--- config.mk ---
export PLATFORM = sky130hd
export DESIGN_NAME = vote_round_ctrl
export DESIGN_NICKNAME = d
export VERILOG_FILES = /design/src/rtl/vote_round_ctrl.sv
export SDC_FILE = /design/constraint.sdc
export NUM_CORES = 1
export LEC_CHECK = 0
export CAP_MARGIN = 20
export CORE_ASPECT_RATIO = 0.8
export CORE_MARGIN = 10
export CORE_UTILIZATION = 56
export DETAILED_ROUTE_END_ITERATION = 6
export PLACE_DENSITY = 0.9
export SLEW_MARGIN = 20
export SYNTH_ARGS = -nofsm -noshare
export SYNTH_HDL_FRONTEND = slang
export SYNTH_SLANG_ARGS = --single-unit
--- constraint.sdc ---
create_clock -name clk -period 6.9 [get_ports clk]
set_input_delay 1.725 -clock clk [delete_from_list [all_inputs] [get_ports clk]]
set_output_delay 1.725 -clock clk [all_outputs]
set_load 0.005 [all_outputs]
--- src/rtl/vote_round_ctrl.sv ---
// vote_round_ctrl: opens a voting round, collects at most one vote per voter
// from five voters, closes on full participation or timeout, then presents
// the latched vote vector on comps for a fixed display interval.
//
// Vote strobes: vote_valid[i] is a single-cycle qualifier for vote_value[i].
// There is no ready/back-pressure path. A strobe is consumed only in COLLECT
// and only while voted[i] is still 0. The first strobe from a voter wins, and
// any later strobe from that voter in the same round is dropped silently.
module vote_round_ctrl #(
  parameter int TIMEOUT_CYCLES = 1000,
  parameter int HOLD_CYCLES    = 500,
  parameter int ROUND_W        = 8
) (
  input  logic               clk,
  input  logic               rst,
  input  logic               start,
  input  logic [4:0]         vote_valid,
  input  logic [4:0]         vote_value,
  output logic [4:0]         comps,
  output logic               disp_en,
  output logic               collecting,
  output logic [4:0]         voted,
  output logic [2:0]         yes_count,
  output logic               round_done,
  output logic               timed_out,
  output logic [ROUND_W-1:0] rounds,
  output logic [1:0]         dbg_state
);

  // Counters are sized to hold the last in-state count, with at least one bit.
  localparam int TW = (TIMEOUT_CYCLES > 1) ? $clog2(TIMEOUT_CYCLES) : 1;
  localparam int HW = (HOLD_CYCLES > 1) ? $clog2(HOLD_CYCLES) : 1;
  localparam logic [TW-1:0] TIMER_LAST = TW'(TIMEOUT_CYCLES - 1);
  localparam logic [HW-1:0] HOLD_LAST  = HW'(HOLD_CYCLES - 1);

  typedef enum logic [1:0] {
    S_IDLE    = 2'd0,
    S_COLLECT = 2'd1,
    S_SHOW    = 2'd2
  } state_t;

  state_t             state_q, state_d;
  logic [TW-1:0]      timer_q, timer_d;
  logic [HW-1:0]      hold_q, hold_d;
  logic [4:0]         vote_q, vote_d;
  logic [4:0]         voted_q, voted_d;
  logic [4:0]         comps_q, comps_d;
  logic [2:0]         yes_q, yes_d;
  logic               round_done_q, round_done_d;
  logic               timed_out_q, timed_out_d;
  logic [ROUND_W-1:0] rounds_q, rounds_d;

  // Voters accepted this cycle, and the vote/mask they produce.
  logic [4:0] accept;
  logic [4:0] voted_next;
  logic [4:0] vote_next;
  logic       full;
  logic       tmo_last;

  function automatic logic [2:0] popcnt5(input logic [4:0] v);
    logic [2:0] s;
    s = 3'd0;
    for (int i = 0; i < 5; i++) begin
      s = s + {2'b00, v[i]};
    end
    return s;
  endfunction

  // Per-cycle vote merge: only first-time voters update the vote register.
  always_comb begin
    accept     = vote_valid & ~voted_q;
    voted_next = voted_q | accept;
    vote_next  = (vote_q & ~accept) | (vote_value & accept);
    full       = (voted_next == 5'h1F);
    tmo_last   = (timer_q == TIMER_LAST);
  end

  // Next-state and register updates for the round sequencer.
  always_comb begin
    state_d      = state_q;
    timer_d      = timer_q;
    hold_d       = hold_q;
    vote_d       = vote_q;
    voted_d      = voted_q;
    comps_d      = comps_q;
    yes_d        = yes_q;
    round_done_d = 1'b0;
    timed_out_d  = timed_out_q;
    rounds_d     = rounds_q;
    case (state_q)
      S_IDLE: begin
        if (start) begin
          state_d = S_COLLECT;
          timer_d = '0;
          vote_d  = 5'd0;
          voted_d = 5'd0;
        end
      end
      S_COLLECT: begin
        vote_d  = vote_next;
        voted_d = voted_next;
        timer_d = timer_q + TW'(1);
        // Full participation takes priority over a coincident timeout.
        if (full || tmo_last) begin
          state_d      = S_SHOW;
          hold_d       = '0;
          comps_d      = vote_next;
          yes_d        = popcnt5(vote_next);
          rounds_d     = rounds_q + ROUND_W'(1);
          round_done_d = 1'b1;
          timed_out_d  = ~full;
        end
      end
      S_SHOW: begin
        if (hold_q == HOLD_LAST) begin
          state_d = S_IDLE;
        end else begin
          hold_d = hold_q + HW'(1);
        end
      end
      default: begin
        state_d = S_IDLE;
      end
    endcase
  end

  // State and result registers; reset discards any round in progress.
  always_ff @(posedge clk) begin
    if (rst) begin
      state_q      <= S_IDLE;
      timer_q      <= '0;
      hold_q       <= '0;
      vote_q       <= 5'd0;
      voted_q      <= 5'd0;
      comps_q      <= 5'd0;
      yes_q        <= 3'd0;
      round_done_q <= 1'b0;
      timed_out_q  <= 1'b0;
      rounds_q     <= '0;
    end else begin
      state_q      <= state_d;
      timer_q      <= timer_d;
      hold_q       <= hold_d;
      vote_q       <= vote_d;
      voted_q      <= voted_d;
      comps_q      <= comps_d;
      yes_q        <= yes_d;
      round_done_q <= round_done_d;
      timed_out_q  <= timed_out_d;
      rounds_q     <= rounds_d;
    end
  end

  // All outputs come straight from registers (state decode is of state_q only).
  always_comb begin
    comps      = comps_q;
    disp_en    = (state_q == S_SHOW);
    collecting = (state_q == S_COLLECT);
    voted      = voted_q;
    yes_count  = yes_q;
    round_done = round_done_q;
    timed_out  = timed_out_q;
    rounds     = rounds_q;
    dbg_state  = state_q;
  end

endmodule

==> out/results.ini <==
[power]
intPower_uw = 386
power.share.switching_pct = 26.8
p_switching_uw = 141
power_frac_seq_pct = 55.5
pwr-share-clk_pct = 33.8
leakage_uw = 0.00107
power_frac_comb_pct = 10.7
p_per_area_nw_per_um2 = 185
irDropWorstVdd_uv = 132

[synthesis]
synth_edf_count = 0
syn-cell-area_um2 = 2330
ys_seq_elements = 49
synth.avg_cell_area_um2 = 8.65
ys_warn_count = 0
syn_inst = 270
ys_async_sr_fraction_pct = 0
yosysSeqAreaShare_pct = 42.0
syn-num-nets = 289
synth_cell_type_count = 41
synthFlopType = dfxtp_1

[layout]
instances_no_fill = 362
regArea_um2 = 981
diodes = 0
final_common_cell = dfxtp_1
final_cell_mix = dfxtp_1 (49), clkdlybuf4s50_1 (39), nor2_1 (34)
areaGrowthSynthToFinish_pct = 22.0
drive_above_1_share_pct = 8.14
layout.nets = 325
final_core_util_pct = 72.9
fillers = 305
multi_input_comb_area_um2 = 1270

[timing]
setup_viol = 0
tns_ps = 0
finalCritPeriodShare_pct = 56.9
hold_viol = 0
timing.fmax_mhz = 255
rsz0062_at_grt = false
slew_violations = 0
hold_slack_ps = 475
fin_ws_ps = 2970
maxSlewHeadroom_pct = 34.9
tightest_slew_ps = 975
min_period_ps = 3930
finClkSkew_ps = 12.1

[die]
ioPinCount = 40
row_count = 20
die_area_um2 = 7170
start_util_pct = 59.8
coreArea_um2 = 3900
die_w_um = 92.2
die_y_um = 77.8

[cts]
cts_resized = 0
post_cts_buffers = 0
cts-buffers-inserted = 5
hold_buffers = 0
clock-root-buffer = clkbuf_8
cts_tree = done
clkTransAtPathRegs_ps = 100
clkSinkCount = 49
clockBufferDepth = 2
clock_latency_ps = 320
cts-htree-levels = 2

[status]
outcome = finished clean

[critical_path]
criticalPathCategory = in -> reg
critPathLaunchType = primary input
cp.arrival_ps = 4120
end_kind = register
critPathRequiredTime_ps = 7100
crit_fanout = 3

[placement]
portBuffers = 39
dp_hpwl_um = 3970
routabilityCongestion = 0.822
dp_cells = 354
dpl_worst_slack_ps = 2680

[routing]
vias_per_cell = 5.76
drc = 0
highest_layer = met4
wire_per_inst_um = 15.6
met2_length_um = 2620
vias = 2085
routed_wl_um = 5660
dr.first_iter.drc_count = 184
wl_met3_um = 462
firstDrtPassIters = 4
drtAntennaViolNets = 0
wl_met1_um = 2520

[global_route]
track_usage_pct = 16.3
antenna_found_initial = 0
grt_pass1_wl_um = 9880
gr-total-overflow = 0
grt_pass1_vias = 1966
grt_max_degree = 51

[flow_run]
drv_cap = 0

[min_path]
hold_path_class = reg -> reg

==> power by group through the flow <==
stage | Sequential, µW | Combinational, µW | Clock [µW]
finish | 293 | 56.3 | 178
floorplan | 298 | 32.8 | 0
global route | 293 | 62.1 | 192
global placement | 299 | 52.5 | 0
CTS | 292 | 56.2 | 182
detailed placement | 299 | 55.3 | 0
==> area by class of cell <==
cell class | instances | share of cell area, %
clock buffers | 5 | 2.42
clock inverters | 3 | 0.879
inverters | 9 | 1.19
multi-input cells | 201 | 44.7
flip-flops and latches | 49 | 34.4
well taps | 55 | 2.42
repair buffers | 40 | 14.0
==> cells in the mapped netlist (2+ instances only) <==
master / n / area (µm²)
a311oi_1: 2 / 17.5
or3_1: 5 / 31.3
a21oi_1: 25 / 125
o21ai_0: 12 / 60.1
ha_1: 4 / 50.1
clkbuf_1: 8 / 30.0
xor2_1: 4 / 35.0
nand2_1: 26 / 97.6
fa_1: 2 / 40.0
nor2_1: 34 / 128
nand2b_1: 4 / 25.0
nor3_1: 6 / 30.0
and3_1: 6 / 37.5
inv_1: 9 / 33.8
nand3_1: 15 / 75.1
nand4_1: 3 / 18.8
mux2_2: 9 / 101
mux2i_1: 9 / 90.1
nor4_4: 2 / 42.5
a31oi_1: 4 / 25.0
nor2b_1: 10 / 62.6
o2111ai_1: 2 / 17.5
dfxtp_1: 49 / 981
o211ai_1: 2 / 15.0
o22ai_1: 2 / 12.5
==> kinds of logic (layout without fill, tap and decap cells) <==
logic type	after synthesis	after routing	share of synthesized area, %
AO/OA/AOI/OAI	55	55	14.6
XOR/XNOR	5	5	1.88
adder cells (fa/ha/maj)	6	6	3.86
buffers and inverters	20	57	3.48
flip-flops	49	49	42.0
multiplexers	18	18	8.20
AND/OR/NAND/NOR	117	117	26.0
==> metal layers <==
| layer | GRT usage, % | vias to the layer above |
|---|---|---|
| met4 | 3.54 | 0 |
| met1 | 21.7 | 992 |
| met3 | 5.96 | 5 |
| met2 | 24.7 | 70 |
| li1 | - | 1018 |
| met5 | 0 | - |
==> metrics by stage <==
stage | power, µW | instance area, µm²
5_1_grt | 547 | 2850
4_1_cts | 531 | 2850
2_1_floorplan | 331 | 2330
3_5_place_dp | 354 | 2750
3_3_place_gp | 351 | 2750
6_report | 527 | 2850
==> worst paths after layout <==
check           startpoint      endpoint  slack (ps)  depth (start not counted)
min              vote_q[4]     vote_q[4]         480                          2
max          vote_valid[3]  yes_count[1]        2970                         10
min reg2reg      vote_q[4]     vote_q[4]         480                          2
max reg2reg   dbg_state[0]     rounds[5]        4500                          5
==> state kept, by name (all words and copies together), names as in the netlist <==
signal      cells
vote_q          5
dbg_state       2
rounds          8
timed_out       1
round_done      1
hold_q          9
voted           5
comps           5
yes_count       3
timer_q        10
==> critical path, stage by stage <==
cell             delay, ps
clkdlybuf4s50_1        510
nor2b_1                200
mux2_2                 220
inv_1                   70
fa_1                   500
inv_1                   50
fa_1                   380
ha_1                   290
mux2i_1                120
nor2_1                  60
No activity file was read; power rests on OpenSTA's default activity.
